`config.mk`:
```
export PLATFORM = sky130hd
export DESIGN_NAME = clk_div_gen
export DESIGN_NICKNAME = d
export VERILOG_FILES = /design/src/rtl/clk_div_gen.sv
export SDC_FILE = /design/constraint.sdc
export NUM_CORES = 1
export LEC_CHECK = 0
export CAP_MARGIN = 10
export CORE_MARGIN = 2
export CORE_UTILIZATION = 50
export CTS_BUF_LIST = sky130_fd_sc_hd__clkbuf_16
export CTS_CLUSTER_DIAMETER = 30
export DETAILED_ROUTE_END_ITERATION = 10
export GPL_TIMING_DRIVEN = 0
export MAX_ROUTING_LAYER = met4
export PLACE_DENSITY = 0.86
export SKIP_CTS_REPAIR_TIMING = 1
export SYNTH_ARGS = -nofsm -noshare
export SYNTH_HDL_FRONTEND = slang
export SYNTH_SLANG_ARGS = --single-unit
```
`constraint.sdc`:
```
create_clock -name clk -period 3.5 [get_ports clk]
set_input_delay 0.7 -clock clk [delete_from_list [all_inputs] [get_ports clk]]
set_output_delay 0.7 -clock clk [all_outputs]
set_load 0.01 [all_outputs]
```
`src/rtl/clk_div_gen.sv`:
```
// Programmable clock divider: square wave of period 2*N, toggle/rise strobes, glitch-free divisor reload.
// Define CLK_DIV_QUAD_EN to add the quadrature output clk_q.
module clk_div_gen #(
    parameter int unsigned CNT_W    = 8,
    parameter int unsigned DIV_INIT = 128
) (
    input  logic             clk,
    input  logic             reset,
    input  logic             en,
    input  logic             sync,
    input  logic             div_load,
    input  logic [CNT_W-1:0] div_val,
    output logic             clk_out,
    output logic             tick,
    output logic             rise_tick,
`ifdef CLK_DIV_QUAD_EN
    output logic             clk_q,
`endif
    output logic [CNT_W-1:0] div_cur
);

    logic [CNT_W-1:0] cnt_q, cnt_d;
    logic [CNT_W-1:0] div_cur_q, div_cur_d;
    logic [CNT_W-1:0] pend_q, pend_d;
    logic             pend_vld_q, pend_vld_d;
    logic             clk_out_q, clk_out_d;
    logic             tick_q, tick_d;
    logic             rise_q, rise_d;

    logic [CNT_W-1:0] ld_val;
    logic [CNT_W-1:0] apply_val;
    logic             apply;
    logic             wrap;

    // A divisor of zero is meaningless, so it is promoted to one.
    assign ld_val    = (div_val == '0) ? CNT_W'(1) : div_val;
    // A load in the same cycle as the apply point wins over an older pending value.
    assign apply     = div_load | pend_vld_q;
    assign apply_val = div_load ? ld_val : pend_q;
    assign wrap      = (cnt_q == (div_cur_q - CNT_W'(1)));

    always_comb begin
        cnt_d      = cnt_q;
        div_cur_d  = div_cur_q;
        pend_d     = pend_q;
        pend_vld_d = pend_vld_q;
        clk_out_d  = clk_out_q;
        tick_d     = 1'b0;
        rise_d     = 1'b0;

        if (div_load) begin
            pend_d     = ld_val;
            pend_vld_d = 1'b1;
        end

        if (sync) begin
            cnt_d      = '0;
            clk_out_d  = 1'b0;
            pend_vld_d = 1'b0;
            if (apply) begin
                div_cur_d = apply_val;
            end
        end else if (en) begin
            if (wrap) begin
                cnt_d      = '0;
                clk_out_d  = ~clk_out_q;
                tick_d     = 1'b1;
                rise_d     = ~clk_out_q;
                pend_vld_d = 1'b0;
                if (apply) begin
                    div_cur_d = apply_val;
                end
            end else begin
                cnt_d = cnt_q + CNT_W'(1);
            end
        end
    end

    always_ff @(posedge clk or posedge reset) begin
        if (reset) begin
            cnt_q      <= '0;
            div_cur_q  <= CNT_W'(DIV_INIT);
            pend_q     <= '0;
            pend_vld_q <= 1'b0;
            clk_out_q  <= 1'b0;
            tick_q     <= 1'b0;
            rise_q     <= 1'b0;
        end else begin
            cnt_q      <= cnt_d;
            div_cur_q  <= div_cur_d;
            pend_q     <= pend_d;
            pend_vld_q <= pend_vld_d;
            clk_out_q  <= clk_out_d;
            tick_q     <= tick_d;
            rise_q     <= rise_d;
        end
    end

    assign clk_out   = clk_out_q;
    assign tick      = tick_q;
    assign rise_tick = rise_q;
    assign div_cur   = div_cur_q;

`ifdef CLK_DIV_QUAD_EN
    logic quad_q, quad_d;

    // Toggle on the edge where the count reaches N/2, i.e. N/2 cycles after clk_out.
    always_comb begin
        quad_d = quad_q;
        if (sync) begin
            quad_d = 1'b0;
        end else if (en) begin
            if (div_cur_q == CNT_W'(1)) begin
                quad_d = clk_out_d;
            end else if (!wrap && ((cnt_q + CNT_W'(1)) == (div_cur_q >> 1))) begin
                quad_d = ~quad_q;
            end
        end
    end

    always_ff @(posedge clk or posedge reset) begin
        if (reset) begin
            quad_q <= 1'b0;
        end else begin
            quad_q <= quad_d;
        end
    end

    assign clk_q = quad_q;
`endif

endmodule
```
==> flow_summary.toml, run 1 <==
[run_status]
status = "finished clean"

[die]
die-area_sq_um = 3250
fp.dieW_um = 57.0
ios = 24
core-area_sq_um = 2710
die_h_um = 57.0
initial_core_util = 0.518
row_count = 19

[final_layout]
design_area_sq_um = 1760
fin_nets = 171
diodes = 0
final_core_util = 0.649
drive_above_1_share = 0.148
fill_cells = 201
syn_to_final_growth_pct = 25.2

[clocking]
clock-sinks = 28
clk_pin_slew_ns = 0.07
cts.root.buffer_cell = "clkbuf_16"
cts_tree = "yes"
htreeDepth = 1
clk_path_buf_depth = 2
numCtsBuffers = 3
clk-insertion-delay-late_ns = 0.26

[detailed_routing]
vias = 1056
drtPass1Iterations = 4
wl_per_cell_um = 15.4
vias_per_cell = 5.68
drc = 0
first_iter_violations = 36
drtAntennaViolNets = 0
totalWireLength_um = 2860

[synth]
synthTopCellsByCount = "dfrtp_1, mux2_2, nor2_1"
synth_top_area_frac = 0.481
yosys_warnings = 0
synthesis.area_sq_um = 1400
synth_most_common_cell = "dfrtp_1"
synth_cell_type_count = 29
ys_top_cells_by_area = "dfrtp_1, mux2_2, xnor2_1"
syn_area_per_cell_sq_um = 10.8
synthFlopType = "dfrtp_1"
syn_nets = 145
synth-edff-count = 0
yosys_register_bits = 28
synth_top_area_cell = "dfrtp_1"
synthCells = 130
ys_seq_area_frac = 0.500
async_reset_ff_frac = 1.00

[grt]
antenna_found_initial = 0
grt-ovfl-total = 0
grt_max_degree = 29
groute.usage.overall = 0.218
grt_pass1_vias = 1128
grt_pass1_wl_um = 5330

[power]
p_leak_nw = 0.727
p_total_w = 0.000940
p_int_w = 0.000694
irDropWorstVdd_v = 0.000329
seqPwrFrac = 0.419
p_switching_w = 0.000246
p_sw_frac = 0.261
combPwrFrac = 0.219
cellPowerDensity_nw_per_um2 = 535
clkPwrFrac = 0.361

[timing]
rsz0062_at_grt = "false"
max_freq_mhz = 372
setup_tns_ns = 0
report.final.slew_viol_count = 0
period_share = 0.768
setup_viol = 0
period_needed_ns = 2.69
tightest_slew_ns = 1.02
worst_slack_ns = 0.811
finalClockSkew_ns = 0.00186
slew_headroom = 0.317
hold_viol_final = 0

[placement]
globalplace.congestion = 0.901
hpwl_um = 1910
dp_slack_ns = 0.852
placed_area_sq_um = 1650
io_buffer_count = 21

[setup_path]
cp-start-kind = "flop"
r2r.worst_path.cells = 8
end_kind = "flop"
worst-endpoint-arrival_ns = 2.84
path_max_fanout = 8
cp.required_ns = 3.65
path_class = "reg -> reg"

[run]
cap_violations = 0

[min_path]
worstHoldPathType = "reg -> reg"
hold_path_depth = 1
-- metal layers --
metal / global-route usage / vias up / routed length [um]
li1: - / 507 / -
met1: 0.268 / 519 / 1270
met2: 0.363 / 23 / 1430
met3: 0.0204 / 7 / 79
met4: 0.103 / 0 / 83
met5: - / - / 0
-- critical path, cell delays in order, from the launching register on --
cell       delay [ns]
dfrtp_1          0.47
inv_1            0.07
ha_1             0.24
nor2b_1          0.14
or3_1            0.35
a31oi_1          0.30
o2111ai_2        0.25
a21oi_4          0.37
mux2_2           0.38
-- final cells by class --
cell class / count / area (sq um) / share of cell area
repair buffers: 21 / 210 / 0.120
plain buffers: 2 / 7.51 / 0.00427
multi-input cells: 96 / 679 / 0.386
inverters: 4 / 15.0 / 0.00854
clock inverters: 1 / 30.0 / 0.0171
well taps: 31 / 38.8 / 0.0221
clock buffers: 3 / 75.1 / 0.0427
flip-flops and latches: 28 / 702 / 0.399
-- metrics by stage --
step | std cells | hold slack (ns)
finish | 186 | 0.499
global route | 186 | 0.514
CTS | 186 | 0.501
detailed placement | 182 | 0.485
global placement | 182 | 0.476
floorplan | 130 | 0.468
-- power groups by stage --
stage	registers [W]	logic (W)	clock network (W)
6_report	0.000394	0.000206	0.000340
5_1_grt	0.000400	0.000229	0.000349
4_1_cts	0.000393	0.000206	0.000339
3_5_place_dp	0.000399	0.000202	0
3_3_place_gp	0.000398	0.000196	0
2_1_floorplan	0.000400	0.000119	0
-- cells by family (layout without fill, tap and decap cells) --
kind of cell | Yosys count | count (layout) | share of synthesized area
multiplexers | 15 | 15 | 0.120
XOR/XNOR | 14 | 14 | 0.0873
buffers and inverters | 6 | 31 | 0.0160
AO/OA/AOI/OAI | 20 | 20 | 0.0963
adder cells (fa/ha/maj) | 2 | 2 | 0.0178
AND/OR/NAND/NOR | 45 | 45 | 0.162
flip-flops | 28 | 28 | 0.500
-- state kept, by name (all words and copies together) (netlist names) --
register	flops
rise_tick	1
pend_vld_q	1
cnt_q	8
div_cur	8
pend_q	8
clk_out	1
tick	1
-- path summary, 6_finish.rpt --
check	start	end	slack [ns]
min reg2reg	pend_q[6]	pend_q[6]	0.50
max	div_cur[0]	div_cur[0]	0.81
max reg2reg	div_cur[0]	div_cur[0]	0.81
max in group asynchronous	reset	cnt_q[0]	1.90
min in group asynchronous	reset	pend_q[6]	0.98
min	pend_q[6]	pend_q[6]	0.50
-- layout by cell type, fill, tap and decap left out, drive strengths merged, types with 2 or more instances in the layout --
cell	count
nand2b	3
clkdlybuf4s50	21
o21ai	5
nor2b	4
dfrtp	27
a21oi	8
xnor2	7
clkbuf	5
nor3	4
or3	2
xor2	7
nor2	14
nand3	5
ha	2
mux2	15
nand2	7
nor4	2
inv	4
a31oi	2
Note: power is estimated with default switching activity, not from simulation.
==> run 2, diff against run 1 <==
==> constraint.sdc (replaced) <==
create_clock -name clk -period 2.8 [get_ports clk]
set_input_delay 0.56 -clock clk [delete_from_list [all_inputs] [get_ports clk]]
set_output_delay 0.56 -clock clk [all_outputs]
set_load 0.01 [all_outputs]
==> run 2 against run 1 <==
Against the previous run: final area increased by 1.1%; combinational power increased by 28%; sequential share of layout area decreased by 0.45 points; final cell count increased by 0.54%; register-to-register slack got worse by 0.65 ns; critical path depth increased by 1; sequential cell count unchanged; global-route usage unchanged; largest cell class unchanged; clock power increased by 25%.
==> flow_summary.toml, run 2 (synthesis results as in run 1) <==
[run_status]
status = "finished clean"

[placement]
hpwl_um = 1910
placed_cells = 182
globalplace.congestion = 0.901
io_buffer_count = 21

[power]
p_int_w = 0.000872
p_sw_frac = 0.261
combPwrFrac = 0.223
cellPowerDensity_nw_per_um2 = 663
p_total_w = 0.00118
p_leak_nw = 0.736
seqPwrFrac = 0.417
irDropWorstVdd_v = 0.000409
p_switching_w = 0.000307
clkPwrFrac = 0.360

[detailed_routing]
drtPass1Iterations = 4
vias_per_cell = 5.67
wl_per_cell_um = 15.6
drtAntennaViolNets = 0
first_iter_violations = 33
totalWireLength_um = 2920
vias = 1060
drc = 0

[grt]
grt_max_degree = 29
grt-ovfl-total = 0
grt_pass1_wl_um = 5330
grt_pass1_vias = 1128
groute.usage.overall = 0.218
antenna_found_initial = 0

[die]
ios = 24
row_count = 19
die-area_sq_um = 3250
initial_core_util = 0.518
fp.dieW_um = 57.0
die_h_um = 57.0
core-area_sq_um = 2710

[final_layout]
diodes = 0
multiInputGateArea_sq_um = 679
final_cells = 187
syn_to_final_growth_pct = 26.6
final_core_util = 0.656
fill_cells = 198
drive_above_1_share = 0.154
final_cell_mix = "dfrtp_1, clkdlybuf4s50_1, mux2_2"
ff_latch_area_sq_um = 702
fin_nets = 172
layout_commonest_cell = "dfrtp_1"

[setup_path]
cp.required_ns = 2.95
crit_path_max_incr_delay_ns = 0.46
startpoint = "div_cur[0]"
cpLargestDelayFamily = "compound AO/OA/AOI/OAI gates"
path_class = "reg -> reg"
path_cells = "inv_1, ha_1, nor2b_1, or3_1, a31oi_1, o2111ai_2, a21oi_4, buf_12, mux2_2"
cp-start-kind = "flop"
end_kind = "flop"
cp.depth = 9
path_max_fanout = 8
r2r-end = "div_cur[0]"
r2r.worst_path.cells = 9
cp_num_buf_inv = 2
rrSetupSlack_ns = 0.16
cp_slowest_cell = "dfrtp_1"
cp-endpoint = "div_cur[0]"
worst-endpoint-arrival_ns = 2.79
rr_startpoint = "div_cur[0]"

[clocking]
cts_tree = "yes"
htreeDepth = 1
clk_pin_slew_ns = 0.07
numCtsBuffers = 3
clk_path_buf_depth = 2
cts.root.buffer_cell = "clkbuf_16"
clock-sinks = 28
clk-insertion-delay-late_ns = 0.27

[timing]
period_needed_ns = 2.64
finalClockSkew_ns = 0.00261
report.final.slew_viol_count = 0
hold_viol_final = 0
slew_headroom = 0.317
period_share = 0.943
setup_viol = 0
tightest_slew_ns = 1.02
max_freq_mhz = 379

[run]
cap_violations = 0

[min_path]
worstHoldPathType = "reg -> reg"
hold_path_depth = 1
[run 2: cell types whose count changed in the layout (fill, tap and decap cells not counted)]
cell | before | now
buf_12 | 0 | 1
[run 2: power groups by stage]
| stage | logic [W] | clock network, W | registers [W] |
|---|---|---|---|
| after global placement | 0.000246 | 0 | 0.000497 |
| final | 0.000263 | 0.000424 | 0.000492 |
| after global routing | 0.000292 | 0.000436 | 0.000500 |
| after CTS | 0.000258 | 0.000424 | 0.000492 |
| after detailed placement | 0.000253 | 0 | 0.000499 |
| after floorplan | 0.000149 | 0 | 0.000500 |
[run 2: worst register-to-register path: stages (launching register included)]
cell and delay, ns:
dfrtp_1 0.46, inv_1 0.07, ha_1 0.24, nor2b_1 0.14, or3_1 0.35, a31oi_1 0.31
o2111ai_2 0.26, a21oi_4 0.21, buf_12 0.14, mux2_2 0.33
[run 2: worst min path at each step]
stage | startpoint | endpoint | slack, ns
finish | pend_q[6] | pend_q[6] | 0.50
global route | pend_q[6] | pend_q[6] | 0.51
CTS | pend_q[3] | pend_q[3] | 0.50
detailed placement | clk_out | rise_tick | 0.48
global placement | pend_q[6] | pend_q[6] | 0.48
floorplan | pend_q[1] | pend_q[1] | 0.47
[run 2: metrics by stage]
step / worst slack [ns] / TNS, ns / cell area [sq um] / hold WS [ns]
6_report: 0.160 / 0 / 1780 / 0.498
2_1_floorplan: 0.422 / 0 / 1400 / 0.468
5_1_grt: -0.0217 / -0.0873 / 1780 / 0.514
3_3_place_gp: 0.231 / 0 / 1650 / 0.476
4_1_cts: 0.120 / 0 / 1760 / 0.501
3_5_place_dp: 0.160 / 0 / 1650 / 0.485
[run 2: final cells by class]
class	count	share of cell area
buffer	2	0.00422
tap	31	0.0218
sequential	28	0.395
timing repair buffer	22	0.129
clock buffer	3	0.0422
inverter	4	0.00844
multi-input combinational	96	0.382
clock inverter	1	0.0169
[run 2: per-layer routing]
layer | share of wire | vias to the layer above | routed length, um | track usage
met4 | 0.028 | 0 | 83 | 0.103
met3 | 0.034 | 7 | 99 | 0.0204
met1 | 0.42 | 512 | 1240 | 0.268
li1 | - | 510 | - | -
met5 | 0 | - | 0 | -
met2 | 0.51 | 31 | 1500 | 0.363
==> run 3, diff against run 2 <==
--- a/config.mk
+++ b/config.mk
@@ -7,13 +7,13 @@
 export LEC_CHECK = 0
 export CAP_MARGIN = 10
 export CORE_MARGIN = 2
-export CORE_UTILIZATION = 50
+export CORE_UTILIZATION = 33
 export CTS_BUF_LIST = sky130_fd_sc_hd__clkbuf_16
 export CTS_CLUSTER_DIAMETER = 30
 export DETAILED_ROUTE_END_ITERATION = 10
 export GPL_TIMING_DRIVEN = 0
 export MAX_ROUTING_LAYER = met4
-export PLACE_DENSITY = 0.86
+export PLACE_DENSITY = 0.64
 export SKIP_CTS_REPAIR_TIMING = 1
 export SYNTH_ARGS = -nofsm -noshare
 export SYNTH_HDL_FRONTEND = slang
==> run 3 against run 2 <==
Against the previous run: combinational power shrank 3%; sequential cell count is the same; global-route usage shrank 9.3 points; clock skew is essentially flat; final area grew 0.21%; critical endpoint is now div_cur[4]; largest power group unchanged; first-iteration DRC count shrank 45%.
==> flow_summary.toml, run 3 (synthesis results as in run 1) <==
[run_status]
status = "finished clean"

[grt]
grt_max_degree = 29
grt_pass1_vias = 1068
antenna_found_initial = 0
grt-ovfl-total = 0
groute.usage.overall = 0.125
grt_pass1_wl_um = 4820

[die]
fp.dieW_um = 69.2
initial_core_util = 0.346
ios = 24
row_count = 23
die-area_sq_um = 4790
core-area_sq_um = 4060
die_h_um = 69.2

[timing]
hold_viol_final = 0
holdWs_ns = 0.494
report.final.slew_viol_count = 0
tightest_slew_ns = 1.02
setup_tns_ns = 0
period_needed_ns = 2.63
rsz0062_at_grt = "false"
period_share = 0.938
slew_headroom = 0.320
setup_viol = 0
max_freq_mhz = 381
finalClockSkew_ns = 0.00231

[detailed_routing]
first_iter_violations = 18
drc = 0
vias = 997
wl_per_cell_um = 13.3
drtAntennaViolNets = 0
vias_per_cell = 4.86
drtPass1Iterations = 4
totalWireLength_um = 2720

[setup_path]
end_kind = "flop"
path_class = "reg -> reg"
cp.required_ns = 2.95
r2r.worst_path.cells = 8
worst-endpoint-arrival_ns = 2.77
cp-start-kind = "flop"
r2r-end = "div_cur[4]"
path_cells = "inv_1, ha_1, nor2b_1, or3_1, a31oi_1, o2111ai_2, a21oi_4, mux2_2"
rr_startpoint = "div_cur[0]"
rrSetupSlack_ns = 0.17
path_max_fanout = 8
crit_path_max_incr_delay_ns = 0.47
cp_slowest_cell = "dfrtp_1"

[power]
combPwrFrac = 0.218
cellPowerDensity_nw_per_um2 = 653
irDropWorstVdd_v = 0.000461
p_switching_w = 0.000296
p_int_w = 0.000867
p_leak_nw = 0.727
clkPwrFrac = 0.359
seqPwrFrac = 0.423
p_sw_frac = 0.255

[final_layout]
final_cells = 205
final_cell_mix = "dfrtp_1, clkdlybuf4s50_1, mux2_2"
syn_to_final_growth_pct = 26.9
layout_commonest_cell = "dfrtp_1"
diodes = 0
design_area_sq_um = 1780
fin_nets = 171
drive_above_1_share = 0.148

[placement]
placed_cells = 201
globalplace.congestion = 0.778
hpwl_um = 2010
io_buffer_count = 21
placed_area_sq_um = 1680

[clocking]
cts.root.buffer_cell = "clkbuf_16"
clk-insertion-delay-late_ns = 0.26
cts_tree = "yes"
clk_pin_slew_ns = 0.07
clock-sinks = 28
htreeDepth = 1
numCtsBuffers = 3
clk_path_buf_depth = 2

[min_path]
hold_path_depth = 1
worstHoldPathType = "reg -> reg"
min_to = "pend_q[2]"
hold_start = "pend_q[2]"

[run]
cap_violations = 0
[run 3: cell count changes in the layout (fill, tap and decap cells not counted), sizes merged]
| cell | delta |
|---|---|
| buf | -1 |
[run 3: worst max-delay path: cells and delay by family (launching register included)]
family	cells	cell delay, ns
simple gates	2	0.49
fa+ha+maj	1	0.24
mux	1	0.38
flops	1	0.47
buf+inv	1	0.07
compound gates	3	0.85
[run 3: stage by stage]
stage | setup WS [ns] | total power (W) | util
finish | 0.174 | 0.00116 | 0.439
global route | 0.0551 | 0.00123 | 0.439
CTS | 0.151 | 0.00118 | 0.439
detailed placement | 0.184 | 0.000754 | 0.413
global placement | 0.195 | 0.000748 | 0.413
floorplan | 0.422 | 0.000649 | -
[run 3: worst max path at each step]
stage	end	slack (ns)	depth (start not counted)	start
final	div_cur[4]	0.17	8	div_cur[0]
after global routing	div_cur[6]	0.06	8	div_cur[0]
after CTS	div_cur[4]	0.15	8	div_cur[0]
after detailed placement	div_cur[4]	0.18	8	div_cur[0]
after global placement	div_cur[3]	0.20	8	div_cur[0]
after floorplan	div_cur[0]	0.42	8	div_cur[0]
[run 3: layout make-up]
type / count / area, sq um
clock buffer: 3 / 75.1
sequential: 28 / 702
clock inverter: 1 / 30.0
buffer: 2 / 7.51
inverter: 4 / 15.0
tap: 50 / 62.6
multi-input combinational: 96 / 679
fill: 381 / 2280
timing repair buffer: 21 / 210
[run 3: metal layers]
metal / up-vias / GRT usage / share of wire
met2: 18 / 0.212 / 0.50
met1: 476 / 0.154 / 0.46
met5: - / - / 0
met4: 0 / 0.0392 / 0.0081
li1: 501 / - / -
met3: 2 / 0.0203 / 0.033
[run 3: power by group through the flow]
stage	Combinational [W]	Sequential, W	Clock (W)
2_1_floorplan	0.000149	0.000500	0
3_3_place_gp	0.000250	0.000498	0
3_5_place_dp	0.000253	0.000501	0
4_1_cts	0.000256	0.000493	0.000429
5_1_grt	0.000282	0.000500	0.000447
6_report	0.000254	0.000492	0.000418
